## src/rtl/bitty_pipe_ctrl.sv

```systemverilog
// Pipeline stall/flush controller for bittyCore: per-stage stall and flush vectors, registered
// trap/branch PC redirect and a sticky stall watchdog. Define BITTY_PIPE_PERF_EN for perf counters.
module bitty_pipe_ctrl #(
  parameter int unsigned NUM_STAGES    = 5,
  parameter int unsigned ADDR_W        = 32,
  parameter int unsigned EX_STAGE      = 2,
  parameter int unsigned MEM_STAGE     = 3,
  parameter int unsigned WDOG_W        = 8,
  parameter int unsigned STALL_TIMEOUT = 255
) (
  input  logic                  clk,
  input  logic                  rst,
  input  logic                  stallreq_id,
  input  logic                  stallreq_ex,
  input  logic                  stallreq_mem,
  input  logic                  branch_flag_i,
  input  logic [ADDR_W-1:0]     branch_addr_i,
  input  logic                  trap_flag_i,
  input  logic [ADDR_W-1:0]     trap_addr_i,
  output logic [NUM_STAGES-1:0] stall_o,
  output logic [NUM_STAGES-1:0] flush_o,
  output logic                  redirect_o,
  output logic [ADDR_W-1:0]     redirect_addr_o,
  output logic                  timeout_o
`ifdef BITTY_PIPE_PERF_EN
  ,
  output logic [31:0]           perf_stall_cyc_o,
  output logic [31:0]           perf_flush_evt_o
`endif
);

  localparam logic [WDOG_W-1:0] WdogMax    = '1;
  localparam logic [WDOG_W-1:0] WdogOne    = WDOG_W'(1);
  localparam logic [WDOG_W-1:0] TimeoutVal = WDOG_W'(STALL_TIMEOUT);

  logic [NUM_STAGES-1:0] stall_raw;
  logic [NUM_STAGES-1:0] stall;
  logic [NUM_STAGES-1:0] flush;
  logic                  trap_acc;
  logic                  branch_acc;

  logic                  redirect_q, redirect_d;
  logic [ADDR_W-1:0]     redirect_addr_q, redirect_addr_d;
  logic [WDOG_W-1:0]     wdog_cnt_q, wdog_cnt_d;
  logic                  timeout_q, timeout_d;
`ifdef BITTY_PIPE_PERF_EN
  logic [31:0]           perf_stall_q, perf_stall_d;
  logic [31:0]           perf_flush_q, perf_flush_d;
`endif

  always_comb begin
    stall_raw  = '0;
    flush      = '0;
    trap_acc   = trap_flag_i;
    // A stalled EX/MEM cannot commit a branch; EX re-presents it once unstalled.
    branch_acc = branch_flag_i & ~trap_flag_i & ~stallreq_ex & ~stallreq_mem;

    for (int unsigned i = 0; i < NUM_STAGES; i++) begin
      stall_raw[i] = (stallreq_id  && (i <= 1))        ||
                     (stallreq_ex  && (i <= EX_STAGE)) ||
                     (stallreq_mem && (i <= MEM_STAGE));
    end

    // The stall mask is contiguous from stage 0, so its upper edge marks the bubble slot.
    for (int unsigned i = 1; i < NUM_STAGES; i++) begin
      flush[i] = (stall_raw[i-1] && !stall_raw[i])   ||
                 (trap_acc   && (i <= MEM_STAGE))    ||
                 (branch_acc && (i <= EX_STAGE))     ||
                 (redirect_q && (i == 1));
    end

    stall = stall_raw & ~flush;
    if (redirect_q) begin
      stall[0] = 1'b0;
    end

    redirect_d      = trap_acc | branch_acc;
    redirect_addr_d = trap_acc   ? trap_addr_i   :
                      branch_acc ? branch_addr_i : redirect_addr_q;

    if (|stall) begin
      wdog_cnt_d = (wdog_cnt_q == WdogMax) ? wdog_cnt_q : wdog_cnt_q + WdogOne;
    end else begin
      wdog_cnt_d = '0;
    end
    timeout_d = timeout_q | (wdog_cnt_q >= TimeoutVal);

`ifdef BITTY_PIPE_PERF_EN
    perf_stall_d = perf_stall_q + {31'b0, stall[0]};
    perf_flush_d = perf_flush_q + {31'b0, redirect_d};
`endif
  end

  always_ff @(posedge clk) begin
    if (rst) begin
      redirect_q      <= 1'b0;
      redirect_addr_q <= '0;
      wdog_cnt_q      <= '0;
      timeout_q       <= 1'b0;
`ifdef BITTY_PIPE_PERF_EN
      perf_stall_q    <= '0;
      perf_flush_q    <= '0;
`endif
    end else begin
      redirect_q      <= redirect_d;
      redirect_addr_q <= redirect_addr_d;
      wdog_cnt_q      <= wdog_cnt_d;
      timeout_q       <= timeout_d;
`ifdef BITTY_PIPE_PERF_EN
      perf_stall_q    <= perf_stall_d;
      perf_flush_q    <= perf_flush_d;
`endif
    end
  end

  assign stall_o         = stall;
  assign flush_o         = flush;
  assign redirect_o      = redirect_q;
  assign redirect_addr_o = redirect_addr_q;
  assign timeout_o       = timeout_q;
`ifdef BITTY_PIPE_PERF_EN
  assign perf_stall_cyc_o = perf_stall_q;
  assign perf_flush_evt_o = perf_flush_q;
`endif

endmodule

```

## config.mk

```make
export PLATFORM = sky130hd
export DESIGN_NAME = bitty_pipe_ctrl
export DESIGN_NICKNAME = d
export VERILOG_FILES = /design/src/rtl/bitty_pipe_ctrl.sv
export SDC_FILE = /design/constraint.sdc
export NUM_CORES = 1
export LEC_CHECK = 0
export ABC_AREA = 1
export ABC_CLOCK_PERIOD_IN_PS = 1200
export CORE_ASPECT_RATIO = 1.4
export CORE_MARGIN = 2
export CORE_UTILIZATION = 37
export CTS_CLUSTER_DIAMETER = 40
export DETAILED_ROUTE_END_ITERATION = 7
export PLACE_DENSITY = 0.77
export SETUP_SLACK_MARGIN = 0.5
export SLEW_MARGIN = 20
export SYNTH_ARGS = -nofsm -noshare
export SYNTH_HDL_FRONTEND = slang
export SYNTH_SLANG_ARGS = --single-unit
```

## constraint.sdc

```tcl
create_clock -name clk -period 1.2 [get_ports clk]
set_input_delay 0.18 -clock clk [delete_from_list [all_inputs] [get_ports clk]]
set_output_delay 0.18 -clock clk [all_outputs]
set_load 0.02 [all_outputs]
```

Word level (Yosys, flattened, before mapping):

Cells that the tools add are included.
Widths: inputs -> output; s select.

* register bits: 42
* input bits: 71
* output and inout port bits: 44
* logic and storage cells: 36

* $add $sub $neg: 1
* order comparisons: 1
* equal/unequal tests: 1
* multiplexer cells: 3
* bitwise operators: 11
* reductions and logical operators: 15

Operators by type and width (count)
* $mux 32: 2
* $add 8x1->8 const B: 1
* $eq 8x8->1 const B: 1
* $ge 8x8->1 const B: 1
* $logic_or 1x1->1: 8
* $and 4x5->5: 1
* $not 5->5: 1
* $reduce_or 5->1: 1
* $not 1->1: 4
* $and 1x1->1: 3
* $logic_and 1x1->1: 2
* $logic_not 1->1: 2
* $or 1x1->1: 2
* $reduce_bool 2->1: 1
* $reduce_or 2->1: 1
* $mux 1: 1

Logic depth before layout (Yosys ltp):

Gate-level depths: netlist of the first run.

* depth after elaboration: 12
* depth in mapped cells: 8

Least setup slack after synthesis of the first run:

OpenSTA, ideal clock, no wires.

* path kind: reg-to-reg
* start: register wdog_cnt_q[0]
* end: register wdog_cnt_q[0]
* library setup time: 121 ps
* arrival time: 1031 ps
* required time: 1079 ps
* slack: 47 ps
* cell stages (with the launch flop): 9
* cell sequence: dfxtp_1 > ha_1 > nand2_1 > nor2_2 > nand2_2 > nand2_1 > nand2_1 > inv_1 > nor2_1

* cells in the longest elaborated chain, start to end: 1
* elaborated cells between the ends (all ways): 2
* classes of those cells: 1 x add/sub; 1 x eq/ne

RTL lines
* start: declaration: line 44 `logic [WDOG_W-1:0] wdog_cnt_q, wdog_cnt_d;`
* start signal: assignment: line 107 `wdog_cnt_q <= wdog_cnt_d;`
* $add 8x1->8 or $eq 8x8->1 (tied branches): line 82 `wdog_cnt_d = (wdog_cnt_q == WdogMax) ? wdog_cnt_q : wdog_cnt_q + WdogOne;`

Several ways; a longest one is shown, not always the timed one.
A chain may end at the register's enable or synchronous reset.

Final worst setup path of the first run:

* start: register wdog_cnt_q[1]
* end: register wdog_cnt_q[3]

Same word-level chain as after synthesis.

==> metrics.cfg, run 1 <==
[worst_setup_path]
cp_max_fo=5
reg2reg_depth=7
crit_arrival_ps=1440
rr_endpoint=wdog_cnt_q[3]
worstSetupStartpointType=flip-flop
critPathRequiredTime_ps=1430
worstReg2RegStart=wdog_cnt_q[1]
end_kind=flip-flop
path_class=reg -> reg
rrSetupSlack_ps=-20

[placed_design]
dp.cells=518
dp_hpwl_mm=4.68
dpl_cell_area_sq_um=3500
gp_congestion=0.879
port_buffers=112

[clock_tree]
clock-sinks=42
cts_buffers=5
clk_pin_slew_ps=80
cts_buffer_depth=2
clockRootBuffer=clkbuf_8
cts_tree=built
cts_htree_levels=2
hold_buffers=0
insertion_delay_ps=290

[global_route]
grt_max_degree=18
grt_pass1_vias=2567
grt_pass1_wl_mm=12.1
grt-ovfl-total=0
grt_antenna_before_repair=0
grtUsageTotal=0.227

[sta]
setup_viol=1
drv_slew=0
fin_crit_ps=1220
hold_violations=0
setup_slack_ps=-15.5
max_freq_mhz=823
grt_setup_unrepaired=yes
fin_worst_skew_ps=4.43
timing.final.crit_share=1.01

[floorplan]
die_area_sq_um=6670
start_util=0.383
num_rows=33
die_w_microns=69.6
fp.coreArea_sq_um=5820
boundaryPins=115
dieHeight_microns=95.8

[route]
vias_per_cell=4.89
wl_per_cell_microns=14.9
drt-total-wl_mm=8.19
firstDrtPassIters=4
route.detailed.drc=0
antenna_left=0
drtIter0Drc=92
vias=2682

[cells_and_area]
finalInstanceArea_sq_um=4420
area_growth_pct=98.5
num-fill-cells=410
fin_nets=550
drive_gt1_frac=0.441
stdcell_count=549
insertedDiodeCount=0
multi_input_area_sq_um=1530
seq_area_sq_um=893

[synthesis]
avgSynthCellArea_sq_um=6.59
synth-warning-count=0
synth_area_leader_cell=dfxtp_1
ys_ff_latch=42
synthDominantCellAreaShare=0.377
synth_area_sq_um=2230
synth.area.top_cells=dfxtp_1, nand2_1, nor2_1, nor2_2, o21ai_0
syn_inst=338
seq_area_frac_synth=0.377
synth.distinct_cells=23

[status]
outcome=finished, violations left
failed_checks=negative setup slack

[pwr]
ir_worst_vdd_uv=617
powerDensity_nw_per_um2=907
p_leak_nw=2.02

[worst_hold_path]
hold_path_depth=3
min-delay-start=rst
hold_class=in -> reg
hold_end=redirect_o

[flow_run]
max_cap_violations=0

==> where the power goes <==
part / switching, mW / total, mW / leakage [nW] / internal (mW)
clock: 0.488 / 0.953 / 0.0482 / 0.465
combinational: 0.686 / 1.48 / 1.61 / 0.789
sequential: 0.0753 / 1.59 / 0.360 / 1.51
==> cell type report <==
type / instances / share of cell area
timing repair buffer: 151 / 0.389
multi-input combinational: 259 / 0.347
sequential: 42 / 0.202
inverter: 19 / 0.0218
tap: 70 / 0.0198
clock buffer: 7 / 0.0195
clock inverter: 1 / 0.00113
==> worst max path at each step <==
stage                        startpoint            end  depth (start not counted)
after floorplan           wdog_cnt_q[1]  wdog_cnt_q[0]                          8
after global placement     stallreq_mem     flush_o[2]                          7
after detailed placement   stallreq_mem     flush_o[2]                          7
after CTS                    redirect_o     stall_o[0]                          3
after global routing      wdog_cnt_q[1]  wdog_cnt_q[3]                          7
final                     wdog_cnt_q[1]  wdog_cnt_q[3]                          7
==> logic make-up after synthesis <==
family          synth area share
fa+ha+maj                0.00561
flops                      0.377
other cells              0.00168
compound gates            0.0893
buf+inv                    0.102
simple gates               0.416
xor+xnor                 0.00786
==> per-stage QoR <==
step | util | power (mW) | hold slack [ps] | setup WS [ps] | TNS (ps)
2_1_floorplan | - | 2.14 | 245 | 122 | 0
3_3_place_gp | 0.601 | 2.63 | 453 | -707 | -24350
3_5_place_dp | 0.601 | 2.65 | 484 | -729 | -25670
4_1_cts | 0.711 | 3.87 | 318 | 18.0 | 0
5_1_grt | 0.760 | 4.18 | 367 | -60.1 | -290
6_report | 0.760 | 4.01 | 355 | -15.5 | -15.5
==> sequential cells by signal, indices dropped and copies added (netlist names) <==
name / cells
wdog_cnt_q: 8
redirect_o: 1
redirect_addr_o: 32
timeout_o: 1
==> cell usage after synthesis <==
cell type  count
o21ai_0       27
nand2_1      120
nor2_1        55
nand2_8        1
buf_4          7
nor2_4         2
clkbuf_1       3
buf_6          6
o21ai_2        1
nand2_2        1
inv_1         16
ha_1           1
nand3_1        7
inv_6          2
nor2_2        28
dfxtp_1       42
buf_2          3
o21ai_1        9
inv_2          1
xor2_1         2
conb_1         1
a21oi_1        2
nand2_4        1
==> critical path, cell delays in order (launching register included) <==
cell and delay (ps):
dfxtp_4 370, ha_4 140, nand2_4 60, nor2_4 190, nand2_4 120, inv_4 100, nor2_1 40, nor2_1 120
==> routing by layer <==
metal | track usage | wire (microns)
met2 | 0.449 | 4710
met3 | 0.0314 | 363
met1 | 0.243 | 2840
met4 | 0.0833 | 268
met5 | 0 | 0
==> placed cells by master (no fill, tap or decap), drive strengths merged, types with 2 or more instances in the layout <==
cell type      count
xor2               2
buf               83
dlygate4sd2        2
clkdlybuf4s50     64
o21ai             37
nand2            123
dfxtp             42
conb               2
nand3              7
a21oi              2
inv               19
nor2              85
clkbuf             7
==> timing repair <==
item	CTS	global route
hold endpoints to repair	0	0
pin swaps	18	16
cloned	6	0
setup endpoints to repair	84	83
resized for setup	369	57
buffers inserted	8	9
Power figures use the tool's default switching activity.
==> inputs of run 2 (changes only) <==
--- a/config.mk
+++ b/config.mk
@@ -16,2 +16,3 @@
 export SETUP_SLACK_MARGIN = 0.5
+export SKIP_LAST_GASP = 1
 export SLEW_MARGIN = 20
==> constraint.sdc (replaced) <==
create_clock -name clk -period 1.2 [get_ports clk]
set_input_delay 0.36 -clock clk [delete_from_list [all_inputs] [get_ports clk]]
set_output_delay 0.36 -clock clk [all_outputs]
set_load 0.02 [all_outputs]
==> run 2 against run 1 <==
Critical path type is now in -> out; register-to-register slack lost 20 ps; setup slack lost 210 ps; die area is the same; non-clock buffer count grew 18; largest cell class unchanged; critical endpoint is now flush_o[2]; maximum frequency shrank 15%; hold slack gained 140 ps; combinational power grew 4%; global-route usage grew 1.1 points; critical path depth is the same; cell area grew 5.3%; clock power grew 12%; clock skew shrank 3.9 ps; the flow still finishes with violations (negative setup slack).
==> metrics.cfg, run 2 (same netlist as run 1, synthesis figures left out) <==
[status]
outcome=finished, violations left
failed_checks=negative setup slack

[clock_tree]
cts_buffers=5  ; unchanged
hold_buffers=0  ; unchanged
clock-sinks=42  ; unchanged
cts_tree=built
cts_buffer_depth=2  ; unchanged
insertion_delay_ps=310  ; +20 ps
clk_pin_slew_ps=90  ; about the same
clockRootBuffer=clkbuf_8
cts_htree_levels=2  ; unchanged

[pwr]
ir_worst_vdd_uv=584  ; -5.3%
p_leak_nw=2.16  ; +7.1%
comb_power_share=0.369  ; about the same
powerDensity_nw_per_um2=898  ; -1.0%
p_sw_frac=0.312  ; +0.00118
switching_power_mw=1.31  ; +4.7%
power_mw=4.18  ; +4.3%
seqPwrFrac=0.375  ; -0.020
internal_power_mw=2.88  ; +4.1%
p_clk_frac=0.256  ; +0.019

[global_route]
grt_pass1_wl_mm=12.3  ; +1.3%
grt-ovfl-total=0  ; unchanged
grt_pass1_vias=2579  ; +0.47%
grtUsageTotal=0.237  ; +0.0109
grt_antenna_before_repair=0  ; unchanged
grt_max_degree=31  ; +13

[worst_hold_path]
min-delay-start=timeout_o
hold_path_depth=2  ; -1
hold_class=reg -> reg

[worst_setup_path]
worstSetupStartpointType=input pin
cp-startpoint=stallreq_mem
worstReg2RegStart=wdog_cnt_q[0]
reg2reg_depth=8  ; +1
path_class=in -> out
end_kind=output pin
crit_arrival_ps=1070  ; -370 ps
cp_max_fo=4  ; -1
rrSetupSlack_ps=-40  ; -20 ps
critPathRequiredTime_ps=840  ; -590 ps

[cells_and_area]
insertedDiodeCount=0  ; unchanged
final_common_cell=nand2_1
finalInstanceArea_sq_um=4660  ; +5.3%
fin_nets=568  ; +3.3%
drive_gt1_frac=0.505  ; +0.0645
layout_common_cells=nand2_1, clkdlybuf4s50_1, buf_6
area_growth_pct=109
largest_reg_flops=32  ; unchanged

[route]
drtIter0Drc=97  ; +5.4%
route.detailed.drc=0  ; unchanged
vias=2758  ; +2.8%
vias_per_cell=4.86  ; -0.43%
firstDrtPassIters=4  ; unchanged
drt-total-wl_mm=8.72  ; +6.4%
wl_per_cell_microns=15.4  ; +3.1%
antenna_left=0  ; unchanged

[floorplan]
die_area_sq_um=6670  ; unchanged
start_util=0.383  ; unchanged
boundaryPins=115  ; unchanged
die_w_microns=69.6  ; unchanged
fp.coreArea_sq_um=5820  ; unchanged
num_rows=33  ; unchanged
dieHeight_microns=95.8  ; unchanged

[sta]
setup_viol=41  ; +40
hold_slack_ps=492  ; +137 ps
fin_worst_skew_ps=0.495  ; -3.94 ps
timing.setup.tns_ps=-5620  ; -5600 ps
hold_violations=0  ; unchanged
setup_slack_ps=-230  ; -214 ps
fin_crit_ps=1430  ; +214 ps
timing.final.crit_share=1.19  ; +0.178
grt_setup_unrepaired=yes
drv_slew=0  ; unchanged
max_freq_mhz=700  ; -15%

[placed_design]
gp_congestion=0.854  ; -2.9%
port_buffers=112  ; unchanged
dp_hpwl_mm=4.64  ; -0.81%
dpl_cell_area_sq_um=3630  ; +3.7%

[flow_run]
max_cap_violations=0  ; unchanged

==> run 2: changes by cell type in the layout (fill, tap and decap cells not counted), sizes merged <==
cell           previous run  this run
clkinv                    1         2
clkdlybuf4s15             1         0
bufbuf                    1         2
clkbuf                    7         6
buf                      83       101
==> run 2: critical path, cell delays in order <==
cell and delay (ps):
buf_8 100, nor2_4 160, nand2_4 100, nand2_8 110
inv_12 50, o21ai_4 50, buf_6 130
==> run 2: path summary, 6_finish.rpt <==
kind | endpoint
worst max-delay path | flush_o[2]
worst min-delay path | timeout_o
worst max register to register | wdog_cnt_q[1]
worst min register to register | timeout_o
==> run 2: through the flow <==
| step | util | instances | setup WS, ps |
|---|---|---|---|
| 2_1_floorplan | - | 339 | -127 |
| 3_3_place_gp | 0.623 | 518 | -1050 |
| 3_5_place_dp | 0.623 | 518 | -1080 |
| 4_1_cts | 0.735 | 545 | -199 |
| 5_1_grt | 0.801 | 567 | -246 |
| 6_report | 0.801 | 567 | -230 |
==> run 2: what timing repair did <==
| item | CTS | global route |
|---|---|---|
| endpoints found under the setup margin | 84 | 84 |
| setup buffers | 12 | 22 |
| pin swaps | 20 | 17 |
| gates resized for setup | 352 | 57 |
| gates cloned | 7 | 0 |
| endpoints found under the hold margin | 0 | 0 |
==> run 2: power groups by stage <==
stage                     clock (mW)  sequential (mW)  combinational, mW
after floorplan                    0             1.68              0.451
after global placement             0             1.56               1.06
after detailed placement           0             1.57               1.08
after CTS                       1.08             1.56               1.35
after global routing            1.13             1.58               1.64
final                           1.07             1.57               1.54
==> run 2: area by class of cell <==
| cell class | instances | area (sq um) |
|---|---|---|
| Timing Repair Buffer | 169 | 1900 |
| Multi-Input combinational cell | 259 | 1480 |
| Clock buffer | 6 | 93.8 |
| Sequential cell | 42 | 978 |
| Fill cell | 365 | 1160 |
| Clock inverter | 2 | 13.8 |
| Tap cell | 70 | 87.6 |
| Inverter | 19 | 104 |
==> run 2: layer usage <==
metal	GRT usage	vias up	wire, microns
met5	0	-	0
met4	0.126	0	454
met3	0.0440	31	493
met2	0.465	116	4900
met1	0.237	1263	2870
li1	-	1348	-
==> inputs of run 3 (changes only) <==
Settings changed: ABC_CLOCK_PERIOD_IN_PS 1200 to unset.
==> results of run 3 <==
Same layout as run 2: the final DEF is identical, and so are final timing and power.
